## config.mk

```make
export PLATFORM = sky130hd
export DESIGN_NAME = sw_ctrl
export DESIGN_NICKNAME = d
export VERILOG_FILES = /design/src/rtl/sw_pkg.sv /design/src/rtl/sw_prescaler.sv /design/src/rtl/sw_ctrl.sv
export SDC_FILE = /design/constraint.sdc
export NUM_CORES = 1
export LEC_CHECK = 0
export BUFFER_PORTS_ARGS = -buffer_cell sky130_fd_sc_hd__buf_4
export CORE_AREA = 2 2 59 72
export CTS_CLUSTER_SIZE = 16
export DETAILED_ROUTE_END_ITERATION = 7
export DIE_AREA = 0 0 61 74
export PLACE_DENSITY = 0.75
export SYNTH_ARGS = -nofsm -noshare
export SYNTH_HDL_FRONTEND = slang
export SYNTH_SLANG_ARGS = --single-unit
```

## constraint.sdc

```tcl
create_clock -name clk -period 2.3 [get_ports clk]
set_clock_uncertainty 0.05 [all_clocks]
set_input_delay 0.345 -clock clk [delete_from_list [all_inputs] [get_ports clk]]
set_output_delay 0.345 -clock clk [all_outputs]
set_load 0.02 [all_outputs]
```

## src/rtl/sw_pkg.sv

```systemverilog
// Shared types and constants for the stopwatch control block.
// The state encoding is visible on the sw_ctrl state port, so it must stay fixed.
package sw_pkg;

    typedef enum logic [1:0] {
        ST_IDLE  = 2'd0,
        ST_RUN   = 2'd1,
        ST_PAUSE = 2'd2,
        ST_LAP   = 2'd3
    } sw_state_t;

    localparam int DIV_DEFAULT = 50000000;

endpackage

```

## src/rtl/sw_prescaler.sv

```systemverilog
// Divides clk down to a one-cycle seconds tick.
// The count holds while en is low, so a pause keeps the fractional second.
module sw_prescaler
    import sw_pkg::*;
#(
    parameter int DIV = DIV_DEFAULT
) (
    input  logic clk,
    input  logic reset_n,
    input  logic en,
    input  logic clr,
    output logic tick
);

    localparam int CW = (DIV > 1) ? $clog2(DIV) : 1;
    localparam logic [CW-1:0] LAST = CW'(DIV - 1);

    logic [CW-1:0] cnt;

    always_ff @(posedge clk or negedge reset_n) begin
        if (!reset_n) begin
            cnt <= '0;
        end else if (clr) begin
            cnt <= '0;
        end else if (en) begin
            cnt <= (cnt == LAST) ? '0 : cnt + CW'(1);
        end
    end

    // Tick is combinational so it lands in the same cycle the count sits at DIV-1.
    assign tick = en && !clr && (cnt == LAST);

endmodule

```

## src/rtl/sw_ctrl.sv

```systemverilog
// Stopwatch control FSM: start/stop, lap freeze, clear and display mux.
// Define SW_CTRL_OVF_STOP_EN to auto-pause (with an ovf pulse) instead of wrapping past 59 s.
module sw_ctrl
    import sw_pkg::*;
#(
    parameter int DIV = DIV_DEFAULT
) (
    input  logic       clk,
    input  logic       reset_n,
    input  logic       btn_ss,
    input  logic       btn_lap,
    input  logic       btn_clr,
    input  logic [3:0] sec_low,
    input  logic [3:0] sec_high,
    output logic       sec_tick,
    output logic       cnt_clr,
    output logic [3:0] disp_low,
    output logic [3:0] disp_high,
    output logic [1:0] state,
    output logic       ovf
);

    sw_state_t  st;
    logic       freeze;
    logic [3:0] lap_low;
    logic [3:0] lap_high;
    logic       counting;
    logic       idle;
    logic       tick_raw;
    logic       ovf_hit;

    assign counting = (st == ST_RUN) || (st == ST_LAP);
    assign idle     = (st == ST_IDLE);

    sw_prescaler #(.DIV(DIV)) u_prescaler (
        .clk     (clk),
        .reset_n (reset_n),
        .en      (counting),
        .clr     (idle),
        .tick    (tick_raw)
    );

`ifdef SW_CTRL_OVF_STOP_EN
    assign ovf_hit = tick_raw && (sec_high == 4'd5) && (sec_low == 4'd9);
`else
    assign ovf_hit = 1'b0;
`endif

    assign sec_tick  = tick_raw && !ovf_hit;
    assign ovf       = ovf_hit;
    assign cnt_clr   = (st == ST_PAUSE) && btn_clr;
    assign disp_low  = freeze ? lap_low  : sec_low;
    assign disp_high = freeze ? lap_high : sec_high;
    assign state     = st;

    // freeze doubles as the memory of whether PAUSE was entered from LAP.
    always_ff @(posedge clk or negedge reset_n) begin
        if (!reset_n) begin
            st       <= ST_IDLE;
            freeze   <= 1'b0;
            lap_low  <= 4'd0;
            lap_high <= 4'd0;
        end else begin
            case (st)
                ST_IDLE: begin
                    if (btn_ss) st <= ST_RUN;
                end
                ST_RUN: begin
                    if (ovf_hit || btn_ss) begin
                        st <= ST_PAUSE;
                    end else if (btn_lap) begin
                        st       <= ST_LAP;
                        freeze   <= 1'b1;
                        lap_low  <= sec_low;
                        lap_high <= sec_high;
                    end
                end
                ST_LAP: begin
                    if (ovf_hit || btn_ss) begin
                        st <= ST_PAUSE;
                    end else if (btn_lap) begin
                        st     <= ST_RUN;
                        freeze <= 1'b0;
                    end
                end
                ST_PAUSE: begin
                    if (btn_clr) begin
                        st     <= ST_IDLE;
                        freeze <= 1'b0;
                    end else if (btn_ss) begin
                        st <= freeze ? ST_LAP : ST_RUN;
                    end
                end
                default: st <= ST_IDLE;
            endcase
        end
    end

endmodule

```

# [Yosys cells after proc, flatten, opt, wreduce, memory -nomap -nowiden]
# Cells that the tools add are included.
[word_totals] register_bits=37 latchBits=0 ram_bits=0 romBits=0 in_bits=13 output_inout_bits=13 elab_cells=51 n_memories=0
[classes] addsub=1 n_mul=0 div=0 order_cmp=0 eq_ne=13 shift=0 mux=20 bitwise_logic=1 n_reduce_logical=11
[ops] operator="two-way mux 26 bit" n=3
[ops] operator="adder 26 x 1 -> 26 bit, second input constant" n=1
[ops] operator="== test 26 bit, second input constant" n=1
[ops] operator="two-way mux 2 bit" n=8
[ops] operator="inequality test 2 bit, second input constant" n=6
[ops] operator="inequality test 3 bit, second input constant" n=3
[ops] operator="two-way mux 4 bit" n=2
[ops] operator="one-hot mux 2 bit (4 select lines)" n=1
[ops] operator="AND reduction 6 bit" n=1
[ops] operator="two-way mux 1 bit" n=5
[ops] operator="== test 2 bit, second input constant" n=2
[ops] operator="AND reduction 4 bit" n=1
[ops] operator="logical AND 1 bit" n=3
[ops] operator="one-hot mux 1 bit (3 select lines)" n=1
[ops] operator="AND reduction 3 bit" n=1
[ops] operator="nonzero test 3 bit" n=1
[ops] operator="== test 2 x 1 -> 1 bit, second input constant" n=1
[ops] operator="logical NOT 2 bit" n=1
[ops] operator="nonzero test 2 bit" n=1
[ops] operator="logical NOT 1 bit" n=1
[ops] operator="logical OR 1 bit" n=1
[ops] operator="NOT 1 bit" n=1

# [Depth between registers and ports, before layout]
# Gate-level depths: netlist (run 1).
[depth] ltp_word=4 mapped_depth=7 mapped_depth_nobuf=6

# [By module]
# Synthesis (run 1) repeated with hierarchy kept, for this count alone.
[unflattened] cells_unflattened=242 area_unflattened_um2=2247.2
[modules_own_cells] module="sw_prescaler" instances=1 cells_each=195 area_per_inst_um2=1667.8 seq_area_each_um2=650.6
[modules_own_cells] module="sw_ctrl" instances=1 cells_each=47 area_per_inst_um2=579.3 seq_area_each_um2=275.3

# [Worst setup path after synthesis (run 1)]
# OpenSTA, ideal clock, no wires.
[synth_path] path_type="register to register" from="reg u_prescaler.cnt[0]" to="reg u_prescaler.cnt[15]" setup_ps=121 arrival_ps=1787 setup_slack_ps=342 path_stages_with_launch=8 path_cell_list="dfrtp_1 > ha_1 > nand3_2 > or4_4 > o21ai_4 > buf_6 > o21ai_1 > a22o_1"
[synth_via] elab_chain_len=4
[synth_lines] element="from (decl)" line_no="sw_prescaler.sv:18" source="logic [CW-1:0] cnt;"
[synth_lines] element="from (signal assigned)" line_no="sw_prescaler.sv:26" source="cnt <= (cnt == LAST) ? '0 : cnt + CW'(1);"
[synth_lines] element="adder 26 x 1 -> 26 bit / == test 26 bit (equally long branches)" line_no="sw_prescaler.sv:26"
[synth_lines] element="two-way mux 26 bit (*)" line_no="sw_prescaler.sv:26"
[synth_lines] element="two-way mux 26 bit (*)" line_no="sw_prescaler.sv:25" source="end else if (en) begin"
[synth_lines] element="two-way mux 26 bit (*)" line_no="sw_prescaler.sv:23" source="end else if (clr) begin"
# Every way passes the cells marked *; elsewhere a longest branch is shown, timed or not. The select of a mux whose other input is x is not followed.
# A chain may end at the register's enable or synchronous reset.

# [Final worst setup path (run 1)]
# Ends and elaborated chain as after synthesis.

==> results of run 1 <==
-- layout make-up --
class / instances / area, um2
timing repair buffer: 38 / 300
clock buffer: 6 / 72.6
fill: 339 / 1300
inverter: 11 / 41.3
sequential: 37 / 926
multi-input combinational: 171 / 1130
tap: 54 / 67.6
clock inverter: 2 / 10.0
-- flip-flops by register name (all words and copies together) (netlist names) --
signal / flops
lap_low: 4
freeze: 1
u_prescaler.cnt: 26
lap_high: 4
state: 2
-- logic make-up after synthesis --
| kind of cell | share of synthesized area |
|---|---|
| and+or+nand+nor | 0.256 |
| AOI/OAI and AO/OA | 0.137 |
| DFF | 0.434 |
| buffers and inverters | 0.0428 |
| muxes | 0.0844 |
| xor gates and xnor gates | 0.0328 |
| adders and majority gates | 0.0117 |
| other | 0.00176 |
-- worst reg2reg max path: cells and delay by family, from the launching register on --
family / cells / cell delay (ns)
AND/OR/NAND/NOR: 2 / 0.73
adder cells (fa/ha/maj): 1 / 0.20
AO/OA/AOI/OAI: 3 / 0.46
flip-flops: 1 / 0.46
buffers and inverters: 1 / 0.14
-- per-layer routing --
metal	up-vias	global-route usage	wire length, um
met5	-	0	0
met4	0	0.106	111
met3	8	0.0435	225
met2	57	0.394	2380
met1	892	0.295	2070
li1	906	-	-
-- path summary, 6_finish.rpt --
| kind | from | endpoint | slack [ns] | cells past startpoint |
|---|---|---|---|---|
| min reg2reg | lap_high[1] | lap_high[1] | 0.45 | 1 |
| min in group asynchronous | reset_n | lap_low[3] | 0.50 | 2 |
| min | sec_high[1] | lap_high[1] | 0.24 | 2 |
| max reg2reg | u_prescaler.cnt[0] | u_prescaler.cnt[15] | 0.16 | 7 |
| max | u_prescaler.cnt[0] | u_prescaler.cnt[15] | 0.16 | 7 |
| max in group asynchronous | reset_n | u_prescaler.cnt[18] | 1.36 | 2 |
-- cells in the final DEF (no fill, tap or decap), types with 3 or more instances in the layout --
cell type  synthesis  layout
nand4_1           15      15
xor2_1             4       4
inv_1             11      11
dfrtp_1           37      37
a21oi_1           12      12
mux2_2            16      16
or3_2              7       7
nand3_1           17      17
nand2_1           19      19
a22o_1             3       3
clkbuf_8           0       5
buf_4              1      36
nor2_1            12      11
o21ai_0           18      18
a31oi_1            5       5
xnor2_1            4       4
nor3_1             6       6
and3_1             4       4
-- power by group through the flow --
stage                     Clock (mW)  Sequential, mW  Combinational [mW]
after floorplan                    0           0.880               0.617
after global placement             0           0.892               0.879
after detailed placement           0           0.900               0.889
after CTS                      0.453           0.887               0.895
after global routing           0.471           0.905                1.03
final                          0.435           0.887               0.946
-- repair_timing --
item,in CTS,in global routing
buffers inserted,0,2
endpoints found under the setup margin,0,2
resized for setup,0,3
hold endpoints to repair,37,0
hold buffers,1,0
==> impl_metrics.tcl, run 1 <==
set metrics [dict create \
    cp.arrival_ns 2.27 \
    ioPinCount 26 \
    dp.cells 308 \
    syn_inst 227 \
    finalPower_mw 2.27 \
    synth_top_area_frac 0.434 \
    die-area_um2 4510 \
    grt-ovfl-total 0 \
    hpwlAfterDp_um 3370 \
    die_h_um 74 \
    yosysMostFrequentCell "dfrtp_1" \
    max_cap_violations 0 \
    grt_max_degree 38 \
    grt_use_total 0.236 \
    postLayoutCoreUtil 0.663 \
    path_buf_inv 1 \
    hold_viol_final 0 \
    placed_area_um2 2420 \
    worst_pin_slew_ns 0.539 \
    finalSetupViolCount 0 \
    p_int_mw 1.43 \
    end_kind "register" \
    finalInstanceArea_um2 2550 \
    status "completed" \
    required_ns 2.44 \
    drc 0 \
    crit_type "reg2reg" \
    min_path_type "in2reg" \
    cpLargestDelayFamily "simple AND/OR/NAND/NOR gates" \
    wl_um 4790 \
    place_ws_ns 0.143 \
    synth.area.top_cells "dfrtp_1 43%, mux2_2 8.4%, nand4_1 4.4%" \
    power_leakage_nw 1.07 \
    fmax_mhz 468 \
    antenna_cells 0 \
    yosys_warnings 0 \
    rsz0062_at_grt "no" \
    final.setup.worst_slack_ns 0.165 \
    wire_per_inst_um 15.0 \
    clock_power_share 0.192 \
    power.density_nw_per_um2 889 \
    rows 25 \
    clkLatencyLatePin_ns 0.29 \
    clockBufferDepth 2 \
    slowest_delay_ns 0.59 \
    syn_area_um2 2140 \
    drtIter0Drc 103 \
    pwr-share-comb 0.417 \
    cts_sinks 37 \
    num_vias 1863 \
    maxSlewViolCount 0 \
    synth_seq_area_share 0.434 \
    syn2layout_area_growth_pct 19.4 \
    die_x_um 61 \
    fin_crit_ns 2.14 \
    ant_nets 0 \
    first_pass_iters 4 \
    relSlewSlack 0.640 \
    synth_top_flop_cell "dfrtp_1" \
    stdcell_count 319 \
    synthDistinctLibCells 41 \
    port_buffers 24 \
    swShare 0.371 \
    synth_common_cells "37 x dfrtp_1, 19 x nand2_1, 18 x o21ai_0" \
    worstPathMaxFanout 8 \
    cp_cell_sequence "ha_1, nand3_2, or4_4, o21ai_4, buf_12, o21ai_1, a22o_1" \
    path_clk_slew_ns 0.07 \
    final.period_utilization 0.928 \
    ir_worst_vdd_uv 279 \
    initial_core_util 0.555 \
    finalSetupTns_ns 0 \
    nNetsFinal 279 \
    syn-num-nets 242 \
    synth_edf_count 0 \
    cp-start-kind "register" \
    switchingPower_uw 842 \
    ys_seq_elements 37 \
    cts_made_buffers 5 \
    slowest_stage "or4_4" \
    syn_avg_cell_area_um2 9.41 \
    synth_top_cell_by_area "dfrtp_1" \
    grt_antenna_before_repair 0 \
    timing.hold.ws_ns 0.241 \
    design.core.area_um2 3850 \
    root_buffer "clkbuf_8" \
    h-tree-depth 2 \
    vias_per_cell 5.84 \
    p_seq_frac 0.391 \
    drive_gt1_frac 0.291 \
    cts_tree "done" \
    first_global_vias 1703 \
    place_congestion 0.882 \
    synthArstFlopShare 1.00 \
    grt_pass1_wl_um 7930 \
]
Note: power is estimated with default switching activity, not from simulation.
==> run 2, diff against run 1 <==
CORE_AREA = 2 2 62 76   (was 2 2 59 72)
DIE_AREA = 0 0 64 78   (was 0 0 61 74)
PLACE_DENSITY = 0.71   (was 0.75)
SETUP_SLACK_MARGIN = 0.4   (was unset)
clock period = 1.9 ns   (was 2.3 ns; I/O delays follow)
==> run 2 against run 1 <==
Effect of this change: the run now ends with negative setup slack left; clock-buffer cell count stayed put; final cell count is 20% higher; flip-flop and latch count stayed put; design area is 30% higher; critical path type is now reg2out; wire length is 40% higher.
==> impl_metrics.tcl, run 2 (synthesis results as in run 1) <==
set metrics [dict create \
    drc 0 \
    drive_gt1_frac 0.528 \
    ant_nets 0 \
    pwr-share-comb 0.527 \
    grt-ovfl-total 0 \
    design.core.area_um2 4200 \
    dp.cells 340 \
    die-area_um2 4990 \
    grt_max_degree 38 \
    initial_core_util 0.509 \
    placed_area_um2 2680 \
    finalInstanceArea_um2 3330 \
    ioPinCount 26 \
    p_int_mw 2.11 \
    r2r_start "u_prescaler.cnt[0]" \
    rows 26 \
    largest_reg_flops 26 \
    first_global_vias 2135 \
    cp_cell_sequence "nand4_1, buf_4, nor2_2, nand3_4, nor2_4, buf_6" \
    worstHoldStart "sec_high[3]" \
    finalSetupViolCount 6 \
    stdcell_count 382 \
    port_buffers 24 \
    clkLatencyLatePin_ns 0.29 \
    antenna_cells 0 \
    worstPathMaxFanout 5 \
    h-tree-depth 2 \
    status "finished with violations" \
    place_ws_ns 0.0140 \
    nNetsFinal 340 \
    finalPower_mw 3.40 \
    cp-start-kind "register" \
    hold_viol_final 0 \
    wire_per_inst_um 17.6 \
    final.setup.worst_slack_ns -0.103 \
    slowest_delay_ns 0.43 \
    grt_use_total 0.251 \
    final.period_utilization 1.05 \
    fin_crit_ns 2.00 \
    fmax_mhz 499 \
    die_h_um 78 \
    top_register "u_prescaler.cnt" \
    root_buffer "clkbuf_8" \
    die_x_um 64 \
    num_vias 2246 \
    whs_path_depth 2 \
    reg2reg_setup_slack_ns -0.07 \
    switchingPower_mw 1.28 \
    reg2reg_depth 7 \
    power.density_nw_per_um2 1020 \
    swShare 0.378 \
    postLayoutCoreUtil 0.792 \
    mostFrequentLayoutCells "71 x buf_4, 34 x dfrtp_1, 26 x buf_6" \
    grt_antenna_before_repair 0 \
    violations "negative setup slack" \
    clock_power_share 0.160 \
    path_clk_slew_ns 0.07 \
    hpwlAfterDp_um 3690 \
    vias_per_cell 5.88 \
    ir_worst_vdd_uv 414 \
    cts_tree "done" \
    grt_pass1_wl_um 9750 \
    place_congestion 0.849 \
    min_path_type "in2reg" \
    cp.arrival_ns 1.67 \
    syn2layout_area_growth_pct 55.7 \
    end_kind "primary output" \
    required_ns 1.56 \
    cts_made_buffers 5 \
    drtIter0Drc 180 \
    final_common_cell "buf_4" \
    clockBufferDepth 2 \
    p_seq_frac 0.313 \
    top_regs "u_prescaler.cnt: 26 flops, lap_high: 4 flops, lap_low: 4 flops" \
    crit_type "reg2out" \
    first_pass_iters 4 \
    reg2reg_to "u_prescaler.cnt[2]" \
    cts_sinks 37 \
    max_cap_violations 0 \
    slowest_stage "dfrtp_1" \
    maxSlewViolCount 0 \
    power_leakage_nw 1.51 \
    holdPathEnd "lap_high[3]" \
    rsz0062_at_grt "yes" \
    wl_um 6720 \
]
run 2: cell types whose count changed in the layout (fill, tap and decap cells not counted), moves of 4 or more:
cell     before  now
or3_2         7    3
mux2_4        0    4
nor3_1        6    2
mux2_2       16   12
buf_6         0   26
nor3_4        0    4
or3_4         0    4
o21ai_2       0   11
nor2_1       11    7
o21ai_0      18    5
buf_4        36   71
run 2: metrics by stage:
stage	hold WS, ns	setup TNS [ns]
floorplan	-0.0606	-0.107
CTS	0.179	-0.0734
global route	0.175	-1.26
global placement	0.223	0
finish	0.181	-0.258
detailed placement	0.233	0
run 2: critical path, delay by kind of cell (launching register included):
family        cells  cell delay (ns)
flops             1             0.43
simple gates      4             0.65
buf+inv           2             0.30
run 2: worst max path at each step:
stage                              from             endpoint  slack (ns)
detailed placement   u_prescaler.cnt[0]  u_prescaler.cnt[15]        0.01
global route        u_prescaler.cnt[13]             sec_tick       -0.15
CTS                 u_prescaler.cnt[10]             sec_tick       -0.07
floorplan            u_prescaler.cnt[0]  u_prescaler.cnt[15]       -0.06
global placement     u_prescaler.cnt[0]  u_prescaler.cnt[18]        0.04
finish              u_prescaler.cnt[22]             sec_tick       -0.10
run 2: repair_timing:
| item | 4_1_cts | 5_1_grt |
|---|---|---|
| endpoints found under the hold margin | 37 | 0 |
| buffers inserted | 24 | 8 |
| resized for setup | 60 | 31 |
| gates cloned | 1 | 0 |
| setup endpoints to repair | 36 | 36 |
| pin swaps | 18 | 15 |
| hold buffers | 1 | 0 |
run 2: layer usage:
layer,up-vias,global-route usage,routed length [um],share of wire
met5,-,0,0,0
met4,0,0.130,197,0.029
met3,21,0.0522,303,0.045
met2,89,0.418,3610,0.54
met1,1106,0.301,2610,0.39
li1,1030,-,-,-
run 2: power by group through the flow:
| stage | clock network, mW | logic, mW | registers [mW] |
|---|---|---|---|
| 4_1_cts | 0.548 | 1.62 | 1.05 |
| 3_5_place_dp | 0 | 1.22 | 1.08 |
| 2_1_floorplan | 0 | 0.763 | 1.07 |
| 5_1_grt | 0.585 | 1.89 | 1.08 |
| 6_report | 0.543 | 1.79 | 1.06 |
| 3_3_place_gp | 0 | 1.20 | 1.08 |
run 2: layout make-up:
type	instances	area [um2]
clock buffers	6	72.6
inverters	11	43.8
clock inverters	2	10.0
fillers	236	871
flip-flops and latches	37	930
well taps	56	70.1
repair buffers	98	836
multi-input cells	172	1360
==> run 3, diff against run 2 <==
CORE_AREA = 2 2 75 91   (was 2 2 62 76)
DIE_AREA = 0 0 77 93   (was 0 0 64 78)
PLACE_DENSITY = 0.51   (was 0.71)
==> run 3 against run 2 <==
Effect of this change: the flow still finishes with violations (negative setup slack); highest routed layer unchanged; sequential share of layout area grew 0.47 points; die area increased by 43%; utilization down 28 points.
==> impl_metrics.tcl, run 3 (synthesis results as in run 1) <==
set metrics [dict create \
    fin_crit_ns 1.94 \
    highest_layer "met4" \
    min_path_type "in2reg" \
    design.core.area_um2 6330 \
    worst_pin_slew_ns 0.510 \
    worstHoldStart "sec_high[1]" \
    ant_nets 0 \
    first_pass_iters 4 \
    die_x_um 77 \
    timing.hold.ws_ns 0.181 \
    met2WireLength_um 3110 \
    grt_antenna_before_repair 0 \
    place_congestion 0.844 \
    largest_reg_flops 26 \
    top_register "u_prescaler.cnt" \
    relSlewSlack 0.660 \
    path_clk_slew_ns 0.08 \
    ff_latch_area_um2 930 \
    hold_viol_final 0 \
    nNetsFinal 327 \
    violations "negative setup slack" \
    die-area_um2 7160 \
    mostFrequentLayoutCells "63 x buf_4, 34 x dfrtp_1, 21 x buf_6" \
    h-tree-depth 2 \
    rows 32 \
    fmax_mhz 516 \
    clockBufferDepth 2 \
    max_cap_violations 0 \
    ioPinCount 26 \
    grt-ovfl-total 0 \
    num_vias 2076 \
    status "finished with violations" \
    grt_max_degree 38 \
    crit_type "reg2out" \
    grt_use_total 0.181 \
    maxSlewViolCount 0 \
    initial_core_util 0.338 \
    final_common_cell "buf_4" \
    root_buffer "clkbuf_8" \
    clkLatencyLatePin_ns 0.30 \
    top_regs "u_prescaler.cnt: 26 flops, lap_high: 4 flops, lap_low: 4 flops" \
    wire_per_inst_um 15.4 \
    r2r_start "u_prescaler.cnt[1]" \
    worstPathMaxFanout 2 \
    final.setup.worst_slack_ns -0.0398 \
    startpoint "u_prescaler.cnt[16]" \
    first_global_vias 2110 \
    finalSetupViolCount 5 \
    syn2layout_area_growth_pct 53.1 \
    wl_met1_um 2660 \
    wl_um 6110 \
    rsz0062_at_grt "yes" \
    cts_made_buffers 5 \
    cp.arrival_ns 1.60 \
    ir_worst_vdd_uv 413 \
    drc 0 \
    required_ns 1.56 \
    cts_sinks 37 \
    multiInputGateArea_um2 1370 \
    cts_tree "done" \
    end_kind "primary output" \
    wl_met3_um 228 \
    antenna_cells 0 \
    fillers 614 \
    cp-start-kind "register" \
    port_buffers 24 \
    postLayoutCoreUtil 0.517 \
    grt_pass1_wl_um 10200 \
    drtIter0Drc 95 \
    power.density_nw_per_um2 1030 \
    hpwlAfterDp_um 4020 \
    finalPower_mw 3.36 \
    die_h_um 93 \
    power_leakage_nw 1.42 \
    vias_per_cell 5.23 \
    final.period_utilization 1.02 \
    drive_gt1_frac 0.506 \
]
==> run 3: where the power goes <==
part | internal [mW] | switching (mW)
registers | 0.939 | 0.108
logic | 0.886 | 0.841
clock network | 0.288 | 0.299
==> run 3: final cells by class <==
class | instances | area share
Sequential cell | 37 | 0.284
Inverter | 11 | 0.0134
Multi-Input combinational cell | 171 | 0.417
Tap cell | 85 | 0.0325
Timing Repair Buffer | 86 | 0.226
Clock buffer | 7 | 0.0264
==> run 3: final timing paths <==
path | depth (start not counted) | slack [ns] | end
max | 6 | -0.04 | sec_tick
max reg2reg | 7 | -0.03 | u_prescaler.cnt[15]
max in group asynchronous | 2 | 0.97 | freeze
min reg2reg | 1 | 0.46 | lap_low[1]
min in group asynchronous | 2 | 0.45 | lap_low[0]
min | 2 | 0.18 | lap_high[1]
==> run 3: worst max-delay path: stages, from the launching register on <==
cell and delay (ns):
dfrtp_1 0.40, nor4bb_2 0.29, buf_4 0.15, and3_4 0.18, nand3_4 0.08, nor2_4 0.09, buf_6 0.11
==> run 3: repair_timing <==
item                                   4_1_cts  5_1_grt
pin swaps                                   13        7
hold buffers                                 1        0
endpoints found under the hold margin       37        0
buffers inserted                            12        8
cloned                                       1        0
setup endpoints to repair                   44       36
resized for setup                           57       29
==> run 3: metrics by stage <==
stage / instance area [um2] / setup slack [ns] / TNS [ns] / std cells
global placement: 2720 / 0.0257 / 0 / 368
global route: 3270 / -0.162 / -0.945 / 397
floorplan: 2170 / -0.0584 / -0.107 / 227
CTS: 3090 / -0.0725 / -0.0746 / 389
finish: 3270 / -0.0398 / -0.106 / 397
detailed placement: 2720 / -0.00836 / -0.00836 / 368
==> run 3: layer usage <==
| layer | GRT usage | vias up |
|---|---|---|
| met3 | 0.0319 | 9 |
| met5 | 0 | - |
| li1 | - | 1002 |
| met4 | 0.0670 | 0 |
| met2 | 0.312 | 45 |
| met1 | 0.227 | 1020 |
